[config.mk]
export PLATFORM = sky130hd
export DESIGN_NAME = siso_shift_ctrl
export DESIGN_NICKNAME = d
export VERILOG_FILES = /design/src/rtl/siso_ctrl_pkg.sv /design/src/rtl/shift_bit_counter.sv /design/src/rtl/siso_shift_ctrl.sv
export SDC_FILE = /design/constraint.sdc
export NUM_CORES = 1
export LEC_CHECK = 0
export CORE_MARGIN = 2
export CORE_UTILIZATION = 54
export CTS_CLUSTER_DIAMETER = 30
export DETAILED_ROUTE_END_ITERATION = 8
export HOLD_SLACK_MARGIN = 0.1
export PLACE_DENSITY = 0.84
export SLEW_MARGIN = 20
export SYNTH_ARGS = -nofsm -noshare
export SYNTH_HDL_FRONTEND = slang
export SYNTH_HIERARCHICAL = 1
export SYNTH_SLANG_ARGS = --single-unit
[constraint.sdc]
create_clock -name clk -period 3.3 [get_ports clk]
set_clock_uncertainty 0.2 [all_clocks]
set_input_delay 0.66 -clock clk [delete_from_list [all_inputs] [get_ports clk]]
set_output_delay 0.66 -clock clk [all_outputs]
set_load 0.05 [all_outputs]
[src/rtl/siso_ctrl_pkg.sv]
`default_nettype none
// ============================================================================
//  Module   : siso_ctrl_pkg
//  Brief    : Shared state type and sizing helpers for the SISO shift
//             controller. Optional macro: SHIFT_PARITY_EN.
//  Revision : 1.0 - initial release
// ============================================================================
package siso_ctrl_pkg;

   typedef enum logic [1:0] {
      IDLE  = 2'd0,
      SHIFT = 2'd1,
      GAP   = 2'd2
   } state_t;

`ifdef SHIFT_PARITY_EN
   localparam bit c_parity_en = 1'b1;
`else
   localparam bit c_parity_en = 1'b0;
`endif

   // Counter sized for WIDTH+1 bit positions plus headroom.
   function automatic int cnt_width(input int n);
      return $clog2(n + 2);
   endfunction

   function automatic int frame_len(input int width, input bit parity);
      return width + (parity ? 1 : 0);
   endfunction

endpackage
`default_nettype wire

[src/rtl/shift_bit_counter.sv]
`default_nettype none
// ============================================================================
//  Module   : shift_bit_counter
//  Brief    : Clearable up-counter with a terminal-count flag.
//  Revision : 1.0 - initial release
// ============================================================================
module shift_bit_counter
   import siso_ctrl_pkg::*;
#(
   parameter int CNT_W = 4
) (
   input  logic             clk,
   input  logic             rst_n,
   input  logic             clr,
   input  logic             en,
   input  logic [CNT_W-1:0] term,
   output logic [CNT_W-1:0] count,
   output logic             tc
);

   logic [CNT_W-1:0] r_count;

   always_ff @(posedge clk or negedge rst_n) begin
      if (!rst_n) begin
         r_count <= '0;
      end else if (clr) begin
         r_count <= '0;
      end else if (en) begin
         r_count <= r_count + 1'b1;
      end
   end

   assign count = r_count;
   assign tc    = (r_count == term);

endmodule
`default_nettype wire

[src/rtl/siso_shift_ctrl.sv]
`default_nettype none
// ============================================================================
//  Module   : siso_shift_ctrl
//  Brief    : Framed serializer driving a SISO shift chain from a valid/ready
//             word stream. Optional macro: SHIFT_PARITY_EN (trailing parity).
//  Revision : 1.0 - initial release
// ============================================================================
module siso_shift_ctrl
   import siso_ctrl_pkg::*;
#(
   parameter int WIDTH      = 8,
   parameter int GAP_CYCLES = 1,
   parameter int MSB_FIRST  = 1
) (
   input  logic             clk,
   input  logic             rst_n,
   input  logic             in_valid,
   input  logic [WIDTH-1:0] in_data,
   output logic             in_ready,
   input  logic             flush,
   output logic             serial_out,
   output logic             shift_en,
   output logic             frame,
   output logic             done,
   output logic             busy
);

   localparam int                 c_cnt_w     = cnt_width(WIDTH);
   localparam int                 c_frame_len = frame_len(WIDTH, c_parity_en);
   localparam logic [c_cnt_w-1:0] c_last_bit  = c_cnt_w'(c_frame_len - 1);
   localparam logic [c_cnt_w-1:0] c_last_data = c_cnt_w'(WIDTH - 1);

   state_t             r_state;
   state_t             w_state_nxt;
   logic               w_accept;
   logic [c_cnt_w-1:0] w_bit_count;
   logic               w_bit_tc;
   logic               w_bit_more;
   logic               w_gap_tc;
   logic [WIDTH-1:0]   r_shadow;
   logic [WIDTH-1:0]   w_shift_in;
   logic [WIDTH-1:0]   w_shift_sh;
   logic               w_first_in;
   logic               w_first_sh;
   logic               w_serial_nxt;
   logic               w_done_nxt;
   logic               r_serial;
   logic               r_shift_en;
   logic               r_frame;
   logic               r_done;
   logic               r_busy;
   logic               r_in_ready;

   assign w_accept = (r_state == IDLE) && in_valid && r_in_ready && !flush;

   // The shadow register always holds the not-yet-emitted bits aligned so the
   // next bit sits at the shift-out end; the first bit bypasses it at accept.
   generate
      if (MSB_FIRST != 0) begin : g_msb_first
         assign w_first_in = in_data[WIDTH-1];
         assign w_shift_in = {in_data[WIDTH-2:0], 1'b0};
         assign w_first_sh = r_shadow[WIDTH-1];
         assign w_shift_sh = {r_shadow[WIDTH-2:0], 1'b0};
      end else begin : g_lsb_first
         assign w_first_in = in_data[0];
         assign w_shift_in = {1'b0, in_data[WIDTH-1:1]};
         assign w_first_sh = r_shadow[0];
         assign w_shift_sh = {1'b0, r_shadow[WIDTH-1:1]};
      end
   endgenerate

   shift_bit_counter #(
      .CNT_W (c_cnt_w)
   ) u_bit_cnt (
      .clk   (clk),
      .rst_n (rst_n),
      .clr   (w_accept),
      .en    (r_state == SHIFT),
      .term  (c_last_bit),
      .count (w_bit_count),
      .tc    (w_bit_tc)
   );

   assign w_bit_more = (w_bit_count < c_last_data);

   generate
      if (GAP_CYCLES > 0) begin : g_gap
         localparam int c_gap_w = cnt_width(GAP_CYCLES);
         logic               w_gap_load;
         logic [c_gap_w-1:0] w_gap_cnt_unused;

         assign w_gap_load = (r_state == SHIFT) && w_bit_tc;

         shift_bit_counter #(
            .CNT_W (c_gap_w)
         ) u_gap_cnt (
            .clk   (clk),
            .rst_n (rst_n),
            .clr   (w_gap_load),
            .en    (r_state == GAP),
            .term  (c_gap_w'(GAP_CYCLES - 1)),
            .count (w_gap_cnt_unused),
            .tc    (w_gap_tc)
         );
      end else begin : g_no_gap
         assign w_gap_tc = 1'b1;
      end
   endgenerate

`ifdef SHIFT_PARITY_EN
   logic r_parity;

   always_ff @(posedge clk or negedge rst_n) begin
      if (!rst_n) begin
         r_parity <= 1'b0;
      end else if (w_accept) begin
         r_parity <= ^in_data;
      end
   end
`endif

   always_ff @(posedge clk or negedge rst_n) begin
      if (!rst_n) begin
         r_shadow <= '0;
      end else if (w_accept) begin
         r_shadow <= w_shift_in;
      end else if (r_state == SHIFT) begin
         r_shadow <= w_shift_sh;
      end
   end

   always_ff @(posedge clk or negedge rst_n) begin
      if (!rst_n) begin
         r_state <= IDLE;
      end else begin
         r_state <= w_state_nxt;
      end
   end

   always_comb begin
      w_state_nxt = r_state;
      case (r_state)
         IDLE: begin
            if (w_accept) begin
               w_state_nxt = SHIFT;
            end
         end
         SHIFT: begin
            if (flush) begin
               w_state_nxt = IDLE;
            end else if (w_bit_tc) begin
               w_state_nxt = (GAP_CYCLES > 0) ? GAP : IDLE;
            end
         end
         GAP: begin
            if (flush || w_gap_tc) begin
               w_state_nxt = IDLE;
            end
         end
         default: w_state_nxt = IDLE;
      endcase
   end

   // Outputs are computed for the upcoming state so they register in step with it.
   always_comb begin
      w_serial_nxt = 1'b0;
      w_done_nxt   = (r_state == SHIFT) && w_bit_tc && !flush;
      if (w_state_nxt == SHIFT) begin
         if (r_state == IDLE) begin
            w_serial_nxt = w_first_in;
         end else if (w_bit_more) begin
            w_serial_nxt = w_first_sh;
         end
`ifdef SHIFT_PARITY_EN
         else begin
            w_serial_nxt = r_parity;
         end
`endif
      end
   end

   always_ff @(posedge clk or negedge rst_n) begin
      if (!rst_n) begin
         r_in_ready <= 1'b0;
         r_shift_en <= 1'b0;
         r_frame    <= 1'b0;
         r_busy     <= 1'b0;
         r_done     <= 1'b0;
         r_serial   <= 1'b0;
      end else begin
         r_in_ready <= (w_state_nxt == IDLE);
         r_shift_en <= (w_state_nxt == SHIFT);
         r_frame    <= (w_state_nxt == SHIFT);
         r_busy     <= (w_state_nxt != IDLE);
         r_done     <= w_done_nxt;
         r_serial   <= w_serial_nxt;
      end
   end

   assign in_ready   = r_in_ready;
   assign shift_en   = r_shift_en;
   assign frame      = r_frame;
   assign busy       = r_busy;
   assign done       = r_done;
   assign serial_out = r_serial;

endmodule
`default_nettype wire

==> results of run 1 <==
synth_stat cells (2+ instances only):
| cell | count | area (um2) |
|---|---|---|
| nor2b_1 | 3 | 18.8 |
| dfrtp_1 | 20 | 500 |
| a21boi_0 | 2 | 15.0 |
| a21oi_1 | 2 | 10.0 |
| and2_1 | 5 | 31.3 |
| xor2_1 | 6 | 52.6 |
| mux2_4 | 2 | 30.0 |
| nor2_1 | 8 | 30.0 |
| buf_4 | 2 | 15.0 |
| nand3b_1 | 4 | 30.0 |
| xnor2_1 | 2 | 17.5 |
| a221o_1 | 5 | 50.1 |
| conb_1 | 2 | 7.51 |
| mux2_2 | 2 | 22.5 |
final timing paths:
| path | from | end | slack, ns |
|---|---|---|---|
| setup / recovery | in_ready | in_ready | 0.90 |
| hold / removal | r_shadow[6] | r_shadow[6] | 0.32 |
| setup reg to reg | r_state[1] | r_shadow[4] | 1.40 |
| hold reg to reg | r_shadow[6] | r_shadow[6] | 0.32 |
| max in group asynchronous | rst_n | r_shadow[7] | 1.73 |
| min in group asynchronous | rst_n | busy | 0.64 |
cell usage in the layout (no fill, tap or decap), drive strengths merged, types with 2 or more instances in the layout:
master         instances
and2                   5
dfrtp                 20
nand3b                 4
nor2                   8
xnor2                  2
a221o                  5
a21bo                  2
mux2                   4
xor2                   6
nor2b                  3
clkbuf                 3
a21oi                  3
conb                   6
clkdlybuf4s50         17
a21boi                 3
routing by layer:
metal | GRT usage | part of all wire | vias up
met4 | 0.0667 | 0.011 | 0
met2 | 0.356 | 0.50 | 18
met5 | 0 | 0 | -
met1 | 0.217 | 0.45 | 348
li1 | - | - | 339
met3 | 0.0346 | 0.040 | 2
cells by family after synthesis:
group | Yosys count | share of synthesized area
fa+ha+maj | 1 | 0.0126
xor+xnor | 8 | 0.0705
simple gates | 31 | 0.190
mux | 5 | 0.0630
other cells | 2 | 0.00756
compound gates | 14 | 0.122
flops | 20 | 0.504
buf+inv | 4 | 0.0302
report_power, final:
part           leakage (nW)  internal, W  switching, W
Combinational         0.293     0.000150      0.000133
Sequential            0.256     0.000323     0.0000677
Clock                0.0138    0.0000425     0.0000718
Total                 0.563     0.000515      0.000273
layout make-up:
type / instances / area (um2)
well taps: 25 / 31.3
inverters: 1 / 3.75
fillers: 143 / 513
clock buffers: 3 / 22.5
repair buffers: 18 / 178
multi-input cells: 65 / 478
flip-flops and latches: 20 / 500
metrics by stage:
stage | total power, W | hold WS [ns]
after detailed placement | 0.000677 | 0.297
final | 0.000787 | 0.318
after floorplan | 0.000599 | 0.164
after global routing | 0.000843 | 0.340
after global placement | 0.000662 | 0.289
after CTS | 0.000792 | 0.320
state kept, by name, summed over array words and instances (netlist names):
name / flops
r_shadow: 7
u_bit_cnt/count: 4
g_gap.u_gap_cnt/count: 2
r_state: 2
busy: 1
done: 1
frame: 1
in_ready: 1
serial_out: 1
==> results.toml, run 1 <==
[yosys]
avgSynthCellArea_um2 = 11.7
synth_seq_cells = 20
synth-seq-area-share = 0.504
synth_cell_types = 34
netlist_area_um2 = 993
synth_edf_count = 0
ys_async_sr_fraction = 1.00
synthCells = 85
yosysWarnings = 6
ys.flop_type = "dfrtp_1"

[sta]
layout_setup_ws_ns = 0.903
finalCriticalPeriod_ns = 2.40
max_freq_mhz = 417
relSlewSlack = 0.427
worst_pin_slew_ns = 0.857
drv_slew = 0
setup_tns_ns = 0
hold_viol_final = 0
rsz0062_at_grt = "no"
setup_violations = 0
min_period_over_period = 0.726

[global_routing]
grt_first_pass_wirelength_mm = 2.92
grt_max_degree = 21
track_usage = 0.191
grt_pass1_vias = 679
antenna_found_initial = 0
grt_overflow = 0

[min_path]
hold_class = "flip-flop to flip-flop"
holdPathStages = 1

[worst_setup_path]
crit_path_start_kind = "flip-flop"
cp_num_buf_inv = 1
crit_cells = 1
path_class = "flip-flop to primary output"
crit_slowest_cell = "clkdlybuf4s50_1"
crit_fanout = 4
reg2reg_depth = 3
crit_arrival_ns = 1.54
end_kind = "primary output"
critPathMaxStageDelay_ns = 0.82
path_cells = "clkdlybuf4s50_1"
critPathTopFamily = "buffers and inverters"
worstPathRequired_ns = 2.44

[flow_run]
maxCapViolations = 0

[cells_and_area]
syn2layout_area_growth_pct = 22.2
final_util = 0.703
finalInstanceArea_um2 = 1210
drive_gt1_frac = 0.112
fin_nets = 122
fin_cells = 132
antennaDiodeCount = 0

[clock_tree]
root_buffer = "clkbuf_4"
cts.clk_slew.worst_paths_ns = 0.11
numCtsBuffers = 3
clock_path_buffers = 2
hold_buffers = 0
cts_sinks = 20
cts_resized = 0
worstSkewPairLatency_ns = 0.29
cts_tree = "yes"
h-tree-depth = 1
cts_setup_buffers = 0

[route]
firstDrtPassIters = 4
drt_iter0_drc = 11
ant_nets = 0
vias = 707
vias_per_cell = 5.36
routedWlPerCell_um = 13.0
drc_errors = 0
wirelength_mm = 1.72

[floorplan]
row_count = 15
die_y_um = 46.9
core_area_um2 = 1730
dieArea_um2 = 2200
ios = 18
start_util = 0.575
die_x_um = 46.9

[placement]
dp.cells = 129
routabilityCongestion = 0.738
place_area_um2 = 1190
dpl.hpwl_mm = 1.25
port_buffers = 17
place_worst_setup_slack_ns = 0.761

[power]
ir_worst_vdd_uv = 402
p_per_area_nw_per_um2 = 649
p_leak_nw = 0.563

[run_status]
status = "finished clean"
(Power assumes the default switching activity.)
==> run 2, diff against run 1 <==
- CORE_UTILIZATION: 54 -> 45
- PLACE_DENSITY: 0.84 -> 0.75
- clock period: 3.3 -> 2 ns (I/O delays scaled with it)
==> run 2 against run 1 <==
  * Clock power rose to 2.9 times the previous value
  * Flip-flop and latch count unchanged
  * Sequential power is 65% higher
  * Critical endpoint is now r_shadow[7]
  * Largest cell class unchanged
==> results.toml, run 2 (synthesis results as in run 1) <==
[global_routing]
track_usage = 0.162
grt_first_pass_wirelength_mm = 3.17
grt_pass1_vias = 744
grt_overflow = 0
antenna_found_initial = 0
grt_max_degree = 21

[worst_setup_path]
crit_path_start_kind = "primary input"
end_kind = "flip-flop"
crit_start = "flush"
crit_arrival_ns = 1.77
worstReg2RegStart = "u_bit_cnt/count[0]"
path_class = "primary input to flip-flop"
worstPathRequired_ns = 2.00
crit_fanout = 9

[route]
ant_nets = 0
drt_iter0_drc = 6
highest_layer = "met4"
wl_met3_um = 75
drc_errors = 0
routedWlPerCell_um = 12.1
vias = 717
firstDrtPassIters = 4
wl_met2_um = 800
vias_per_cell = 5.05
wl_met1_um = 818
wirelength_mm = 1.72

[sta]
layout_setup_ws_ns = 0.231
drv_slew = 0
min_period_over_period = 0.884
rsz0062_at_grt = "no"
setup_violations = 0
hold_viol_final = 0
max_freq_mhz = 565
finalCriticalPeriod_ns = 1.77

[floorplan]
die_y_um = 51.0
core_area_um2 = 2150
row_count = 17
die_x_um = 51.0
dieArea_um2 = 2600
start_util = 0.462
ios = 18

[clock_tree]
hold_buffers = 0
clock_path_buffers = 2
h-tree-depth = 1
cts.clk_slew.worst_paths_ns = 0.12
worstSkewPairLatency_ns = 0.30
root_buffer = "clkbuf_4"
cts_resized = 0
numCtsBuffers = 3
cts_setup_buffers = 0
cts_sinks = 20
cts_tree = "yes"

[cells_and_area]
mostFrequentLayoutCell = "dfrtp_1"
syn2layout_area_growth_pct = 28.6
fill_cells = 186
final_cell_mix = "dfrtp_1 (20), buf_4 (13), clkdlybuf4s50_1 (11), nor2_1 (8)"
largest_reg_flops = 7
fin_nets = 128
finalInstanceArea_um2 = 1280
drive_gt1_frac = 0.219
antennaDiodeCount = 0
top_register = "r_shadow"

[power]
ir_worst_vdd_uv = 729
p_leak_nw = 0.616
p_per_area_nw_per_um2 = 1140

[placement]
place_worst_setup_slack_ns = -0.103
dpl.hpwl_mm = 1.27
routabilityCongestion = 0.718
place_area_um2 = 1220
port_buffers = 17

[run_status]
status = "finished clean"

[flow_run]
maxCapViolations = 0

[min_path]
hold_class = "primary input to async pin"
[run 2: changes by cell type in the layout (fill, tap and decap cells not counted), sizes merged]
cell and delta:
bufinv +1, clkdlybuf4s50 -6, buf +12
[run 2: power breakdown]
group	internal (W)	switching, W	total, W
registers	0.000532	0.000109	0.000642
clock network	0.000203	0.000127	0.000330
logic	0.000258	0.000220	0.000478
[run 2: final cells by class]
class / instances / area [um2] / area share
clock buffers: 3 / 22.5 / 0.0176
inverters: 1 / 3.75 / 0.00294
multi-input cells: 65 / 478 / 0.374
clock inverters: 1 / 30.0 / 0.0235
repair buffers: 24 / 208 / 0.163
flip-flops and latches: 20 / 500 / 0.392
well taps: 28 / 35.0 / 0.0274
[run 2: through the flow]
| step | util | cells | TNS [ns] | total power [W] | hold WS (ns) |
|---|---|---|---|---|---|
| 2_1_floorplan | - | 89 | 0 | 0.000988 | -0.0956 |
| 3_3_place_gp | 0.570 | 138 | -0.296 | 0.00111 | 0.292 |
| 3_5_place_dp | 0.570 | 138 | -0.345 | 0.00113 | 0.293 |
| 4_1_cts | 0.595 | 142 | 0 | 0.00147 | 0.231 |
| 5_1_grt | 0.595 | 142 | 0 | 0.00156 | 0.234 |
| 6_report | 0.595 | 142 | 0 | 0.00145 | 0.224 |
[run 2: worst paths after layout]
path | end | slack [ns] | cells past startpoint
max | r_shadow[7] | 0.23 | 5
min | r_state[0] | 0.22 | 2
max reg2reg | serial_out | 0.27 | 6
min reg2reg | r_shadow[6] | 0.32 | 1
max in group asynchronous | u_bit_cnt/count[1] | 1.16 | 2
min in group clk | r_shadow[6] | 0.32 | 1
[run 2: critical path: stages]
cell and delay (ns):
clkdlybuf4s50_1 0.49, nor2_1 0.06, and4b_1 0.29, buf_4 0.19
a221o_1 0.34
[run 2: layer usage]
layer | vias up | GRT usage
met5 | - | 0
met4 | 0 | 0.0901
met3 | 4 | 0.0322
met2 | 20 | 0.262
met1 | 344 | 0.202
li1 | 349 | -
==> run 3, diff against run 2 <==
- CTS_BUF_LIST: not set -> sky130_fd_sc_hd__clkbuf_4 sky130_fd_sc_hd__clkbuf_8 sky130_fd_sc_hd__clkbuf_16
==> results of run 3 <==
No change in the layout: final DEF, timing and power equal those of run 2.
==> patch 1: new RTL, config.mk and constraints of run 2 <==
The parameter `WIDTH` goes from 8 to 12.
--- a/src/rtl/siso_shift_ctrl.sv
+++ b/src/rtl/siso_shift_ctrl.sv
@@ -10,3 +10,3 @@
 #(
-   parameter int WIDTH      = 8,
+   parameter int WIDTH      = 12,
    parameter int GAP_CYCLES = 1,
Interface: changed (resized in_data); port bits go from 18 to 22. The function was not compared with the original's and may differ.
==> patch 1 against run 2 <==
Sequential share of layout area down 0.22 points; worst setup slack improved by 0.020 ns; synthesized area increased by 25%; final cell count up 13%; wire length rose by 41%; synthesized cell count increased by 18%; cell area up 21%; sequential cell count up 4; power grew 22%; register-to-register slack worse by 0.02 ns; critical path type is now reg2reg; largest power group unchanged; highest routed layer unchanged.
==> patch 1: results (changes against run 2) <==
Route
  – Routed WL: 2.43 mm (was 1.72 mm)
  – Drt first-iter violations: 22 (was 6)
  – Via Count: 880 (was 717)
  – WL met2: 1.14 mm (was 800 um)

Finish
  – Largest register FFs: 11 (was 7)
  – Fill count: 245 (was 186)
  – Fraction of layout cells with a size suffix above 1: 22.3% (was 21.9%)
  – Layout Nets: 148 (was 128)

Synth
  – Netlist cell types: 35 (was 34)
  – Commonest cells in the netlist: 24 x dfrtp_1, 10 x a221o_1, 10 x a22o_1 (was 20 x dfrtp_1, 8 x nor2_1, 6 x xor2_1)
  – Register area share after synthesis: 48.4% (was 50.4%)

Global route
  – Met3 usage: 3.69% (was 3.22%)
  – Vias in the first global route: 866 (was 744)
  – Global Route met2 Usage: 26.1% (was 26.2%)
  – Pin count of the biggest net entering global routing: 25 (was 21)
  – First-pass GRT wire length: 4.11 mm (was 3.17 mm)
  – Tot GR Track Use: 16.7% (was 16.2%)
  – Met1 Use GR: 23.1% (was 20.2%)

Clocking
  – Clock transition at path regs: 0.15 ns (was 0.12 ns)
  – Clock latency on the worst-skew pair: 0.32 ns (was 0.30 ns)

Pwr
  – Seq pwr: 825 uW (was 642 uW)
  – Int Power: 1.16 mW (was 993 uW)
  – Combinational share of power: 32.7% (was 33.0%)

Worst setup path
  – Critical-path top delay cell: dfrtp_1 (was clkdlybuf4s50_1)
  – R2R setup slack: 0.25 ns (was 0.27 ns)
  – Reg-to-reg endpoint: busy (was serial_out)
  – Critical path's largest stage delay: 0.46 ns (was 0.49 ns)
  – R2R depth: 5 (was 6)

Place
  – Detail Placement HPWL: 1.71 mm (was 1.27 mm)
  – Dpl ws: 0.0271 ns (was -0.103 ns)

STA
  – Max Fclk: 572 MHz (was 565 MHz)

Run status
  – Status: completed (unchanged)
==> patch 1: changes by cell type in the layout (fill, tap and decap cells not counted), sizes merged, moves of 2 or more <==
cell,delta
a21boi,-3
a22o,+10
dfrtp,+4
and2,-5
a221o,+5
clkdlybuf4s50,+4
a211oi,+2
==> patch 1: how the worst max path moves through the flow <==
stage / start / to
CTS: u_bit_cnt/count[1] / busy
global placement: in_valid / r_shadow[1]
floorplan: in_ready / u_bit_cnt/count[3]
global route: u_bit_cnt/count[0] / busy
finish: u_bit_cnt/count[1] / busy
detailed placement: in_valid / u_bit_cnt/count[3]
==> patch 1: metrics by stage <==
step	utilization [%]	area (sq um)	std cells	hold WS (ns)	power, mW
2_1_floorplan	-	1250	104	-0.0956	1.24
3_3_place_gp	55.4	1490	157	0.325	1.38
3_5_place_dp	55.4	1490	157	0.326	1.40
4_1_cts	57.4	1540	161	0.216	1.77
5_1_grt	57.4	1540	161	0.220	1.87
6_report	57.4	1540	161	0.216	1.76
==> patch 1: critical path, delay by kind of cell (launching register included) <==
family / cells / cell delay (ns)
simple gates: 3 / 0.78
compound gates: 1 / 0.11
flops: 1 / 0.46
xor+xnor: 1 / 0.09
==> patch 1: logic make-up after synthesis <==
kind of cell	Yosys count	synth area share [%]
simple gates	23	13.4
fa+ha+maj	1	1.01
compound gates	30	22.2
other cells	2	0.606
flops	24	48.4
buf+inv	8	4.84
xor+xnor	8	5.65
mux	4	3.83
==> patch 1: area by class of cell <==
cell class	count	area [sq um]	area share (%)
Sequential cell	24	601	39.0
Multi-Input combinational cell	72	594	38.6
Timing Repair Buffer	28	248	16.1
Tap cell	31	38.8	2.52
Clock inverter	1	30.0	1.95
Clock buffer	3	22.5	1.46
Inverter	2	7.51	0.487
==> patch 2: new RTL, config.mk and constraints of run 2 <==
Without the edit above. The 3 states of `state_t` get a one-hot encoding in 3 bits.
--- a/src/rtl/siso_ctrl_pkg.sv
+++ b/src/rtl/siso_ctrl_pkg.sv
@@ -9,6 +9,6 @@
 
-   typedef enum logic [1:0] {
-      IDLE  = 2'd0,
-      SHIFT = 2'd1,
-      GAP   = 2'd2
+   typedef enum logic [2:0] {
+      IDLE  = 3'b001,
+      SHIFT = 3'b010,
+      GAP   = 3'b100
    } state_t;
Function: same outputs for any inputs over 10 cycles, from zero or initial values and one cycle with rst_n low; not proved beyond that.
==> patch 2 against run 2 <==
Power down 25%; first-iteration DRC count rose to 2.5 times the old value; synthesized area increased by 8.7%; cell area is 4.0% higher; sequential share of layout area rose by 0.47 points; wire length increased by 21%; register-to-register slack got worse by 0.16 ns; synthesized cell count is 12% higher; clock power is 39% lower; worst setup slack got worse by 0.12 ns; sequential cell count increased by 1; largest cell class unchanged; largest power group unchanged.
==> patch 2: results (changes against run 2) <==
Finish
  – Signal buffers share of area: 15.6% (was 16.3%)
  – Final std cells w/o fill: 151 (was 142)
  – Clock buf/inv share: 1.98% (was 4.11%)
  – Fill count: 201 (was 186)
  – Logic inverters: 2 (was 1)
  – Multi-input logic cell count: 72 (was 65)
  – FFs & Latches: 21 (was 20)
  – Fraction of layout cells with a size suffix above 1: 21.1% (was 21.9%)
  – Fraction of area in multi-input gates: 39.5% (was 37.4%)
  – Layout Nets: 137 (was 128)

Place
  – Detail Placement HPWL: 1.59 mm (was 1.27 mm)
  – Post-place instance area: 1300 sq um (was 1220 sq um)
  – Dpl ws: -0.00932 ns (was -0.103 ns)

Route
  – Metal-1 WL: 917 um (was 818 um)
  – Avg WL per Cell: 13.8 um (was 12.1 um)
  – Via Count: 786 (was 717)

Global route
  – Global Route met2 Usage: 32.3% (was 26.2%)
  – Met1 Use GR: 20.2% (about the same)
  – Pin count of the biggest net entering global routing: 22 (was 21)
  – Vias in the first global route: 868 (was 744)
  – Tot GR Track Use: 18.5% (was 16.2%)
  – Met3 usage: 6.50% (was 3.22%)

Pwr
  – Leak pwr: 0.629 nW (was 0.616 nW)
  – PD cells: 814 nW/um^2 (was 1140 nW/um^2)
  – Worst ir drop on vdd: 0.000478 V (was 0.000729 V)

Synth
  – Commonest cells in the netlist: 20 x dfrtp_1, 7 x nor2_1, 6 x xor2_1 (was 20 x dfrtp_1, 8 x nor2_1, 6 x xor2_1)
  – Synth Area in Adders: 1.16% (was 1.26%)
  – Area contributors post-synth: dfrtp_1 46%, xor2_1 4.9%, a221o_1 4.6%, and2_1 2.9%, dfstp_2 2.4% (was dfrtp_1 50%, xor2_1 5.3%, a221o_1 5.0%, and2_1 3.1%, mux2_4 3.0%)
  – Syn Inst Count: 95 (was 85)
  – Synth Area in XOR/XNOR: 6.49% (was 7.05%)

Worst setup path
  – Cell family with most CP delay: simple AND/OR/NAND/NOR gates (was buffers and inverters)
  – Critical Path Fanout Max: 6 (was 9)
  – Critical path's largest stage delay: 0.60 ns (was 0.49 ns)

Run status
  – Status: completed (unchanged)
## patch 2: power by group
part | total (mW) | switching, mW | internal, mW
Combinational | 0.299 | 0.141 | 0.158
Sequential | 0.583 | 0.0704 | 0.512
Clock | 0.200 | 0.122 | 0.0777
## patch 2: final timing paths
| check | startpoint | to | slack [ns] | depth (start not counted) |
|---|---|---|---|---|
| max | r_state[0] | r_shadow[6] | 0.11 | 3 |
| min | rst_n | u_bit_cnt/count[0] | 0.22 | 2 |
| max reg2reg | r_state[0] | r_shadow[6] | 0.11 | 3 |
| min reg2reg | r_shadow[3] | r_shadow[3] | 0.32 | 1 |
| max in group asynchronous | rst_n | r_state[0] | 1.10 | 2 |
| min in group clk | r_shadow[3] | r_shadow[3] | 0.32 | 1 |
## patch 2: worst register-to-register path: stages (launching register included)
cell and delay, ns:
dfstp_2 0.60, or3b_4 0.41, nor3_4 0.23, mux2_2 0.36
